===== src/rtl/seg_display_pkg.sv =====
// seg_display_pkg: shared segment constants, decode table and scheduler state type.
package seg_display_pkg;
  localparam logic [7:0] SEG_BLANK = 8'h7F;
  localparam logic [7:0] SEG_TABLE [16] = '{
    8'h40, 8'h79, 8'h24, 8'h30, 8'h19, 8'h12, 8'h02, 8'h78,
    8'h00, 8'h18, 8'h08, 8'h03, 8'h46, 8'h21, 8'h06, 8'h0E
  };
  typedef enum logic [1:0] {IDLE, SCAN, COMMIT} state_t;
endpackage


===== src/rtl/hex_seg_decoder.sv =====
// hex_seg_decoder: combinational nibble to active-low 7-segment pattern, bit7 always 0.
module hex_seg_decoder
  import seg_display_pkg::*;
(
  input  logic [3:0] nib,
  output logic [7:0] seg
);
  assign seg = SEG_TABLE[nib];
endmodule


===== src/rtl/hex_display_scheduler.sv =====
// hex_display_scheduler: time-shares one decoder over NUM_DIGITS displays, MSB first,
// committing all digits at once, with optional leading-zero blanking and blink gating.
module hex_display_scheduler
  import seg_display_pkg::*;
#(
  parameter int NUM_DIGITS = 6,
  parameter int BLINK_DIV  = 25000000
) (
  input  logic                    clk,
  input  logic                    rst_n,
  input  logic                    load_valid,
  output logic                    load_ready,
  input  logic [4*NUM_DIGITS-1:0] load_data,
  input  logic                    lz_blank_en,
  input  logic                    blink_en,
  output logic [8*NUM_DIGITS-1:0] hex_o,
  output logic                    update_done
);
  localparam int IW = NUM_DIGITS > 1 ? $clog2(NUM_DIGITS) : 1;
  localparam int CW = $clog2(BLINK_DIV);
  state_t state, state_d;
  logic [IW-1:0] idx;
  logic seen_nz, lz_q, blink_off, blank_digit;
  logic [CW-1:0] blink_cnt;
  logic [3:0] nibs [NUM_DIGITS];
  logic [7:0] shadow [NUM_DIGITS];
  logic [7:0] disp [NUM_DIGITS];
  logic [3:0] nib;
  logic [7:0] seg;
  assign nib = nibs[idx];
  hex_seg_decoder u_dec (.nib(nib), .seg(seg));
  always_ff @(posedge clk)
    state <= !rst_n ? IDLE : state_d;
  always_comb
    state_d = state == IDLE ? (load_valid ? SCAN : IDLE) :
              state == SCAN ? (idx == '0 ? COMMIT : SCAN) : IDLE;
  always_comb begin
    load_ready  = state == IDLE;
    update_done = state == COMMIT;
  end
  // Digit 0 is never blanked so an all-zero value still shows a single "0".
  assign blank_digit = lz_q && !seen_nz && nib == 4'h0 && idx != '0;
  always_ff @(posedge clk)
    if (!rst_n) begin
      idx     <= '0;
      seen_nz <= 1'b0;
      lz_q    <= 1'b0;
      for (int i = 0; i < NUM_DIGITS; i++) begin
        nibs[i]   <= 4'h0;
        shadow[i] <= SEG_BLANK;
        disp[i]   <= SEG_BLANK;
      end
    end else begin
      if (load_valid && load_ready) begin
        for (int i = 0; i < NUM_DIGITS; i++) nibs[i] <= load_data[4*i +: 4];
        lz_q    <= lz_blank_en;
        idx     <= IW'(NUM_DIGITS - 1);
        seen_nz <= 1'b0;
      end
      if (state == SCAN) begin
        shadow[idx] <= blank_digit ? SEG_BLANK : seg;
        seen_nz     <= seen_nz | (nib != 4'h0);
        idx         <= idx - 1'b1;
      end
      if (state == COMMIT) disp <= shadow;
    end
  always_ff @(posedge clk)
    if (!rst_n || !blink_en) begin
      blink_cnt <= '0;
      blink_off <= 1'b0;
    end else if (blink_cnt == CW'(BLINK_DIV - 1)) begin
      blink_cnt <= '0;
      blink_off <= ~blink_off;
    end else
      blink_cnt <= blink_cnt + 1'b1;
  for (genvar g = 0; g < NUM_DIGITS; g++)
    assign hex_o[8*g +: 8] = blink_off ? SEG_BLANK : disp[g];
endmodule


===== config.mk =====
export PLATFORM = sky130hd
export DESIGN_NAME = hex_display_scheduler
export DESIGN_NICKNAME = d
export VERILOG_FILES = /design/src/rtl/seg_display_pkg.sv /design/src/rtl/hex_seg_decoder.sv /design/src/rtl/hex_display_scheduler.sv
export SDC_FILE = /design/constraint.sdc
export NUM_CORES = 1
export LEC_CHECK = 0
export CORE_UTILIZATION = 55
export DETAILED_ROUTE_END_ITERATION = 16
export GPL_TIMING_DRIVEN = 0
export PLACE_DENSITY_LB_ADDON = 0.2
export SLEW_MARGIN = 20
export SYNTH_ARGS = -nofsm -noshare
export SYNTH_HDL_FRONTEND = slang
export SYNTH_SLANG_ARGS = --single-unit

===== constraint.sdc =====
create_clock -name clk -period 3.25 [get_ports clk]
set_clock_uncertainty 0.05 [all_clocks]
set_input_delay 0.65 -clock clk [delete_from_list [all_inputs] [get_ports clk]]
set_output_delay 0.65 -clock clk [all_outputs]
set_load 0.02 [all_outputs]

Word-level counts from Yosys, hierarchy flattened
Memories as Yosys holds them, arrays and structs flattened. A register that Yosys moved wholly into a read port is not among the register bits.
Cells that the tools add are included.
{"block": "classes", "eq_ne": 3, "n_mux": 32, "n_reduce_logical": 16, "bitwise": 10, "order_cmp": 3, "add_sub_neg": 2}
{"cell": "$mux W8", "n": 10}
{"cell": "$bwmux W48", "n": 1}
{"cell": "$add A25 B1 Y25 const B", "n": 1}
{"cell": "$eq A25 B25 Y1 const B", "n": 1}
{"cell": "$demux W8 S3", "n": 1}
{"cell": "$mux W4", "n": 6}
{"cell": "$mux W3", "n": 4}
{"cell": "$mux W1", "n": 7}
{"cell": "$or A1 B1 Y1", "n": 7}
{"cell": "$mux W2", "n": 3}
{"cell": "$ge A5 B5 Y1 const B", "n": 1}
{"cell": "$logic_and A1 B1 Y1", "n": 5}
{"cell": "$not A4 Y5", "n": 1}
{"cell": "$ge A4 B4 Y1 const B", "n": 1}
{"cell": "$logic_not A4 Y1", "n": 1}
{"cell": "$lt A4 B1 Y1 const B", "n": 1}
{"cell": "$not A3 Y4", "n": 1}
{"cell": "$reduce_bool A4 Y1", "n": 1}
{"cell": "$logic_not A1 Y1", "n": 3}
{"cell": "$logic_not A3 Y1", "n": 1}
{"cell": "$reduce_bool A3 Y1", "n": 1}
{"cell": "$sub A3 B1 Y3 const B", "n": 1}
{"cell": "$eq A2 B1 Y1 const B", "n": 1}
{"cell": "$eq A2 B2 Y1 const B", "n": 1}
{"cell": "5 further kinds", "n": 5}
{"block": "word_totals", "memories": 2, "elab_cells": 86, "mem_bits_ro": 128, "ramBits": 24, "inputBits": 29, "out_inout_bits": 50, "regBits": 129}
{"memory": "(name not given)", "depth": 16, "width": 8, "rd": 1, "rd_ports_with_merged_regs": 0, "write_ports": 0, "line": "hex_seg_decoder.sv:8", "rtl": "assign seg = SEG_TABLE[nib];"}
{"memory": "nibs", "depth": 6, "width": 4, "rd": 1, "rd_ports_with_merged_regs": 1, "write_ports": 6, "line": "hex_display_scheduler.sv:25", "rtl": "logic [3:0] nibs [NUM_DIGITS];"}

Longest topological paths before layout
Gate-level depths: netlist of the first run.
{"block": "depth", "depth_word": 6, "ltp_mapped": 10, "ltp_nobuf": 9}

Cells and area by module
From an unflattened synthesis of the first run, not the netlist that was laid out.
{"block": "hier_totals", "hier_cells": 797, "area_unflattened_um2": 7021.7}
{"mod": "hex_display_scheduler", "area_each_um2": 6751.5, "n_inst": 1, "cells_each": 760, "seq_area_each_um2": 3363.2}
{"mod": "hex_seg_decoder", "area_each_um2": 270.3, "n_inst": 1, "cells_each": 37, "seq_area_each_um2": 0.0}

Least setup slack after synthesis of the first run
No wires, ideal clock.
{"block": "synth_timing", "path_type": "register to register", "start": "reg (tool-made name)", "end": "reg shadow[24] (netlist bit)", "arrival_time_ps": 2846, "slack_ps": 284, "required_time_ps": 3130, "setup_time_ps": 70, "path_buffers": 1, "path_stages_with_launch": 11, "synth_period_minus_slack_ps": 2966, "path_cell_list": "dfxtp_1 -> buf_6 -> mux2_2 -> mux4_2 -> inv_1 -> ha_1 -> nor4bb_1 -> nand4_1 -> and2_1 -> and3_1 -> a21oi_1"}
{"element": "to (signal, indexed assignment)", "line": "hex_display_scheduler.sv:61", "rtl": "shadow[idx] <= blank_digit ? SEG_BLANK : seg;"}
{"element": "to (decl)", "line": "hex_display_scheduler.sv:26", "rtl": "logic [7:0] shadow [NUM_DIGITS];"}

==> results of run 1 <==
synth_stat cells (all sizes together) (2+ instances only):
| cell type | n |
|---|---|
| a21boi | 2 |
| a21o | 2 |
| a21oi | 26 |
| a22o | 2 |
| a31oi | 2 |
| a41oi | 4 |
| and2 | 29 |
| and3 | 12 |
| and4 | 2 |
| buf | 11 |
| clkbuf | 25 |
| dfxtp | 120 |
| edfxtp | 24 |
| ha | 8 |
| inv | 14 |
| mux2 | 8 |
| mux2i | 7 |
| mux4 | 5 |
| nand2 | 117 |
| nand2b | 5 |
| nand3 | 55 |
| nand4 | 5 |
| nor2 | 82 |
| nor2b | 4 |
| nor3 | 8 |
| nor3b | 2 |
| o211a | 3 |
| o211ai | 2 |
| o21ai | 9 |
| o22a | 2 |
| o22ai | 2 |
| o31ai | 2 |
| o32a | 10 |
| or2 | 44 |
| xnor2 | 12 |
| xor2 | 12 |
cell type report:
class	instances	area (µm²)	share of cell area
buffer	35	166.4	0.02162
clock buffer	25	510.5	0.06632
clock inverter	6	30.03	0.003901
inverter	15	56.30	0.007315
multi-input combinational	497	2908	0.3778
sequential	144	3123	0.4057
tap	140	175.2	0.02276
timing repair buffer	73	728.2	0.09460
metal layers:
layer  vias up  part of all wire  track usage
li1       2494                 -            -
met1      2412              0.45       0.3232
met2       145              0.48       0.4122
met3        20             0.052      0.06450
met4         0             0.017      0.09459
met5         -                 0            0
registers in the layout, indices dropped and copies added, names as in the netlist, named ones only:
| register | cells |
|---|---|
| idx | 3 |
| lz_q | 1 |
| state | 2 |
| seen_nz | 1 |
| blink_cnt | 25 |
| blink_off | 1 |
| disp | 42 |
| nibs | 24 |
| shadow | 42 |
cell families (layout without fill, tap and decap cells):
| group | after synthesis | count (layout) |
|---|---|---|
| AO/OA/AOI/OAI | 70 | 70 |
| XOR/XNOR | 24 | 24 |
| buffers and inverters | 51 | 154 |
| other | 1 | 6 |
| multiplexers | 20 | 20 |
| adder cells (fa/ha/maj) | 8 | 8 |
| flip-flops | 144 | 144 |
| AND/OR/NAND/NOR | 369 | 369 |
stage by stage:
stage,utilization,cells
floorplan,-,692
global placement,0.6522,904
detailed placement,0.6522,904
CTS,0.7039,936
global route,0.7039,935
finish,0.7039,935
where the power goes:
group	internal (mW)	leakage (nW)	switching, mW	total, mW
Clock	1.08	0.275	0.681	1.76
Sequential	1.91	1.24	0.0483	1.96
Combinational	0.299	1.58	0.431	0.730
what timing repair did:
item / 4_1_cts / 5_1_grt
setup buffers: 1 / 0
cloned: 0 / 0
setup endpoints to repair: 44 / 11
gates resized for setup: 3 / 1
pin swaps: 1 / 1
how the worst max path moves through the flow:
| stage | endpoint | depth (start not counted) | slack, ps |
|---|---|---|---|
| floorplan | shadow[24] | 10 | 280 |
| global placement | nibs[5][0] | 5 | -430 |
| detailed placement | nibs[1][0] | 5 | -500 |
| CTS | update_done | 5 | 40 |
| global route | shadow[16] | 10 | 30 |
| finish | shadow[16] | 10 | 150 |
worst register-to-register path, stage by stage (launching register included):
cell      delay (ps)
dfxtp_1          330
buf_6            170
mux2_2           350
mux4_2           530
inv_1            130
ha_1             240
nor4bb_4         340
nand4_1          200
and2_1           300
and3_1           260
a21oi_1          130
==> results.cfg, run 1 <==
[run_status]
run_status = completed

[worst_setup_path]
crit_required_ps = 3540
ff2ff_path_depth = 10
crit_family = simple AND/OR/NAND/NOR gates
cp-end-kind = flip-flop
cp.arrival_ps = 3390
crit_fanout = 10
worst_path_largest_cell_delay_ps = 530
cp_slowest_cell = mux4_2
crit_chain = buf_6 > mux2_2 > mux4_2 > inv_1 > ha_1 > nor4bb_4 > nand4_1 > and2_1 > and3_1 > a21oi_1
r2r_setup_slack_ps = 150
criticalPathCategory = flip-flop to flip-flop
r2r_end = shadow[16]
cp-start-kind = flip-flop
cp_num_buf_inv = 2

[die]
die-area_um2 = 11730
coreArea_um2 = 10940
die_w_um = 108.3
io_pins = 79
rows = 38
die_h_um = 108.3
start_util = 0.5685

[placed_design]
gp_congestion = 0.9370
port_buffers = 72
post-place-ws_ps = -499.3
hpwl_um = 10010
dpl-instance-area_um2 = 7132

[layout]
final_common_cell = dfxtp_1
design_area_um2 = 7697
final_cell_mix = 120 x dfxtp_1, 116 x nand2_1, 82 x nor2_1
area_growth_pct = 23.81
fill_cells = 837
nNetsFinal = 820
n_antenna_cell = 0
drive_above_1_share = 0.1371

[sta]
layout_worst_path_cycle_share = 0.9526
fin_ws_ps = 154.0
period_needed_ps = 3096
drv_slew = 0
finalSetupViolCount = 0
worstMarginPinSlew_ps = 832.2
fmax_ghz = 0.3230
fin_tns_setup_ps = 0
whs_ps = 404.4
relSlewSlack = 0.4404
rsz0062_at_grt = false
hold_violations = 0

[yosys]
syn_area_per_cell_um2 = 9.050
synth-simple-area-share = 0.2817
syn_inst = 687
synth_ff_type = dfxtp_1
synth-xor-area-share = 0.03381
async_flop_share = 0
yosysSeqAreaShare = 0.5023
yosys_warnings = 0
synth_top_area_cell = dfxtp_1
syn_area_um2 = 6217
synth_top_area_frac = 0.3864
synth_seq_cells = 144
synth_mux_area_frac = 0.04770
yosysUniqueCellTypes = 53
synthTopCellsByArea = dfxtp_1 39%, edfxtp_1 12%, nand2_1 7.1%
synth_top_family_by_area = simple AND/OR/NAND/NOR gates
synth_enable_flop_cells = 24
synth_compound_area_frac = 0.08130
synth_fa_ha_area_frac = 0.01610

[global_routing]
track_usage = 0.2528
antenna_found_initial = 0
grt_max_degree = 25
grt_pass1_vias = 4804
grt_pass1_wl_um = 22580
grt-ovfl-total = 0

[routing]
drt-initial-drc-count = 321
first_pass_iters = 5
drc = 0
ant_nets = 0
routed_via_density = 5.424
wirelength_um = 13710
vias = 5071
wl_per_cell_um = 14.66

[cts]
postCtsHoldBufs = 0
path_clk_slew_ps = 60
numCtsBuffers = 17
cts_sinks = 144
htreeDepth = 4
cts_tree = done
cts_root_buffer = clkbuf_16
worstSkewPairLatency_ps = 410
cts.path.max_buffers = 2

[worst_hold_path]
hold_end = blink_cnt[0]
min_path_type = flip-flop to flip-flop
hp-start = blink_cnt[0]
hold_path_depth = 1

[power]
power_per_cell_area_nw_per_um2 = 577.8
ir_worst_vdd_mv = 0.4324
power_leakage_nw = 3.093
total_power_mw = 4.447

[run]
drv_cap = 0
No activity file was read; power rests on OpenSTA's default activity.
==> run 2, diff against run 1 <==
- clock period: 3.25 -> 3 ns (I/O delays scaled with it)
==> results.cfg, run 2 (synthesis results as in run 1) <==
[routing]
m1WireLength_um = 6121
first_pass_iters = 5
ant_nets = 0
top_layer = met4
wl_met2_um = 6716
drt-initial-drc-count = 339
wl_per_cell_um = 14.71
wl_met3_um = 840
wirelength_um = 13880
vias = 5087
routed_via_density = 5.389
drc = 0

[placed_design]
port_buffers = 72
gp_congestion = 0.9370
dp_cells = 904
hpwl_um = 10010

[layout]
nNetsFinal = 829
final_common_cell = dfxtp_1
top_regs = disp (42), shadow (42), blink_cnt (25)
area_growth_pct = 25.40
final_cell_mix = 120 x dfxtp_1, 116 x nand2_1, 81 x nor2_1
drive_above_1_share = 0.1542
finalNonFillerCells = 944
n_antenna_cell = 0

[power]
power_leakage_nw = 3.148
ir_worst_vdd_mv = 0.4585
power_per_cell_area_nw_per_um2 = 625.1

[sta]
drv_slew = 0
fin_tns_setup_ps = 0
whs_ps = 404.3
worstMarginPinSlew_ps = 831.0
layout_worst_path_cycle_share = 0.9680
hold_violations = 0
fmax_ghz = 0.3443
period_needed_ps = 2904
finalSetupViolCount = 0
relSlewSlack = 0.4413

[cts]
cts_root_buffer = clkbuf_16
htreeDepth = 4
numCtsBuffers = 17
cts.path.max_buffers = 2
path_clk_slew_ps = 60
cts_sinks = 144
cts_tree = done
worstSkewPairLatency_ps = 410

[worst_setup_path]
cp-end-kind = flip-flop
cp.arrival_ps = 3200
ff2ff_path_depth = 10
criticalPathCategory = flip-flop to flip-flop
r2r_setup_slack_ps = 100
r2r_end = shadow[16]
crit_required_ps = 3290
crit_fanout = 10
cp-start-kind = flip-flop

[die]
die_w_um = 108.3
io_pins = 79
die-area_um2 = 11730
coreArea_um2 = 10940
rows = 38
die_h_um = 108.3
start_util = 0.5685

[worst_hold_path]
hold_path_depth = 1
min_path_type = flip-flop to flip-flop
hp-start = blink_cnt[0]
hold_end = blink_cnt[0]

[run_status]
run_status = completed

[global_routing]
track_usage = 0.2537
grt_pass1_wl_um = 22700
grt-ovfl-total = 0
antenna_found_initial = 0
grt_pass1_vias = 4821
grt_max_degree = 25

[run]
drv_cap = 0
run 2: cell types whose count changed in the layout (fill, tap and decap cells not counted), sizes merged:
cell      change
buf          +10
clkbuf        -1
clkinv        -1
clkinvlp      +1
run 2: what timing repair did:
action                     4_1_cts  5_1_grt
hold buffers                     0        0
setup endpoints to repair       67       49
pin swaps                        2        3
hold endpoints to repair         0        0
gates resized for setup          7        5
setup buffers                    2        9
run 2: routing by layer:
metal | up-vias | track usage
met5 | - | 0
met4 | 0 | 0.09846
met1 | 2403 | 0.3224
met2 | 150 | 0.4131
li1 | 2515 | -
met3 | 19 | 0.06631
run 2: final cells by class:
type	instances	area (µm²)
Multi-Input combinational cell	497	2932
Buffer	34	162.7
Sequential cell	144	3123
Timing Repair Buffer	83	803.3
Fill cell	829	3139
Inverter	15	60.06
Clock inverter	6	30.03
Clock buffer	25	510.5
Tap cell	140	175.2
run 2: critical path: stages, from the launching register on:
cell	delay (ps)
dfxtp_1	330
buf_6	170
mux2_2	340
mux4_2	540
inv_2	100
ha_2	220
nor4bb_4	290
nand4_1	200
and2_4	250
and3_1	220
a21oi_1	130
run 2: metrics by stage:
stage | power (mW) | util | worst slack [ps] | cell area [µm²]
after CTS | 4.855 | 0.7055 | 6.490 | 7715
after detailed placement | 2.933 | 0.6522 | -699.3 | 7132
final | 4.874 | 0.7129 | 95.94 | 7796
after global placement | 2.908 | 0.6522 | -626.5 | 7132
after floorplan | 2.671 | - | 34.43 | 6236
after global routing | 5.076 | 0.7129 | -31.57 | 7796
run 2: worst max-delay path by stage:
| stage | startpoint | to | slack (ps) | depth (start not counted) |
|---|---|---|---|---|
| finish | flip-flop | shadow[16] | 100 | 10 |
| global route | flip-flop | shadow[16] | -30 | 10 |
| CTS | state[0] | update_done | 6 | 3 |
| detailed placement | rst_n | nibs[1][0] | -700 | 5 |
| global placement | rst_n | nibs[5][0] | -630 | 5 |
| floorplan | flip-flop | shadow[24] | 30 | 10 |
run 2: report_power, final:
| part | switching (mW) | total [mW] | internal (mW) | leakage [nW] |
|---|---|---|---|---|
| sequential | 0.0520 | 2.12 | 2.07 | 1.24 |
| clock | 0.740 | 1.91 | 1.17 | 0.275 |
| combinational | 0.485 | 0.845 | 0.360 | 1.64 |
==> run 3, diff against run 2 <==
- ABC_AREA: not set -> 0
- CTS_CLUSTER_SIZE: not set -> 16
- REMOVE_ABC_BUFFERS: not set -> 1
==> results.cfg, run 3 (synthesis results as in run 1) <==
[power]
power_leakage_nw = 3.124
total_power_mw = 4.905
ir_worst_vdd_mv = 0.3336
power_per_cell_area_nw_per_um2 = 634.9

[placed_design]
dpl-instance-area_um2 = 7014
port_buffers = 72
dp_cells = 870
hpwl_um = 8780
gp_congestion = 0.8626

[worst_setup_path]
cp-start-kind = flip-flop
crit_fanout = 7
cp.arrival_ps = 3220
criticalPathCategory = flip-flop to flip-flop
crit_required_ps = 3310
cp-end-kind = flip-flop

[layout]
multiInputGateArea_um2 = 2939
top_regs = disp (42), shadow (42), blink_cnt (25)
design_area_um2 = 7726
fill_cells = 863
final_cell_mix = 117 x nand2_1, 117 x dfxtp_1, 81 x nor2_1
area_growth_pct = 24.27
drive_above_1_share = 0.1591
nNetsFinal = 798
finalNonFillerCells = 913
seqCellArea_um2 = 3129
n_antenna_cell = 0

[global_routing]
track_usage = 0.2347
grt_max_degree = 44
grt_pass1_wl_um = 21460
antenna_found_initial = 0
grt-ovfl-total = 0
grt_pass1_vias = 4675

[sta]
finalSetupViolCount = 0
fmax_ghz = 0.3436
fin_tns_setup_ps = 0
layout_worst_path_cycle_share = 0.9700
hold_violations = 0
drv_slew = 0
worstMarginPinSlew_ps = 1073
relSlewSlack = 0.2785
period_needed_ps = 2910

[routing]
routed_via_density = 5.333
drc = 0
drt-initial-drc-count = 237
first_pass_iters = 5
wl_per_cell_um = 14.14
ant_nets = 0
vias = 4869
wirelength_um = 12910

[die]
die_w_um = 108.3
rows = 38
start_util = 0.5685
io_pins = 79
coreArea_um2 = 10940
die_h_um = 108.3
die-area_um2 = 11730

[cts]
cts_sinks = 144
cts.path.max_buffers = 2
worstSkewPairLatency_ps = 420
path_clk_slew_ps = 60
htreeDepth = 4
cts_root_buffer = clkbuf_16
cts_tree = done
numCtsBuffers = 17

[run_status]
run_status = completed

[worst_hold_path]
min_path_type = flip-flop to flip-flop

[run]
drv_cap = 0
## run 3: cell types whose count changed in the layout (fill, tap and decap cells not counted), moves of 2 or more
cell             change
clkbuf_1            -26
buf_4                -6
buf_2                -3
dfxtp_1              -3
buf_16               +2
clkdlybuf4s50_1      -2
clkinv_4             +2
dfxtp_2              +2
o21ai_1              +2
## run 3: area by class of cell
class	count	area share
sequential	144	0.4050
inverter	15	0.007935
timing repair buffer	85	0.1108
clock buffer	21	0.06219
clock inverter	10	0.01101
multi-input combinational	498	0.3804
tap	140	0.02267
## run 3: worst paths after layout
path	from	end	slack, ps	cells past startpoint
hold / removal	blink_cnt[0]	blink_cnt[0]	400	1
setup reg to reg	flip-flop	shadow[13]	90	9
setup / recovery	flip-flop	shadow[13]	90	9
hold reg to reg	blink_cnt[0]	blink_cnt[0]	400	1
## run 3: per-layer routing
metal,vias up,global-route usage,part of all wire
li1,2461,-,-
met1,2251,0.2724,0.43
met2,139,0.4131,0.51
met3,18,0.06209,0.050
met4,0,0.08880,0.014
met5,-,0,0
## run 3: worst max-delay path, stage by stage (launching register included)
cell and delay [ps]:
dfxtp_4 390, mux2_2 350, mux4_2 570, inv_2 140, ha_4 160, nor4bb_4 240, buf_4 170, nor2b_1 40
o21ai_1 490, o32a_1 250
## run 3: metrics by stage
| stage | hold WS (ps) | worst slack (ps) | util |
|---|---|---|---|
| 5_1_grt | 422.9 | -5.183 | 0.7065 |
| 3_5_place_dp | 390.5 | -903.2 | 0.6414 |
| 4_1_cts | 404.0 | 16.04 | 0.6993 |
| 6_report | 401.8 | 89.92 | 0.7065 |
| 3_3_place_gp | 377.8 | -1576 | 0.6366 |
| 2_1_floorplan | 367.6 | -117.1 | - |
## run 3: what timing repair did
item	in CTS	in global routing
gates resized for setup	11	6
cloned	0	1
setup endpoints to repair	85	34
hold buffers	0	0
buffers inserted	4	7
pin swaps	2	3
## run 3: where the power goes
group          internal (mW)  total, mW  switching, mW
sequential              2.07       2.14         0.0692
combinational          0.340      0.775          0.435
clock                   1.22       1.99          0.775
total                   3.63       4.91           1.28
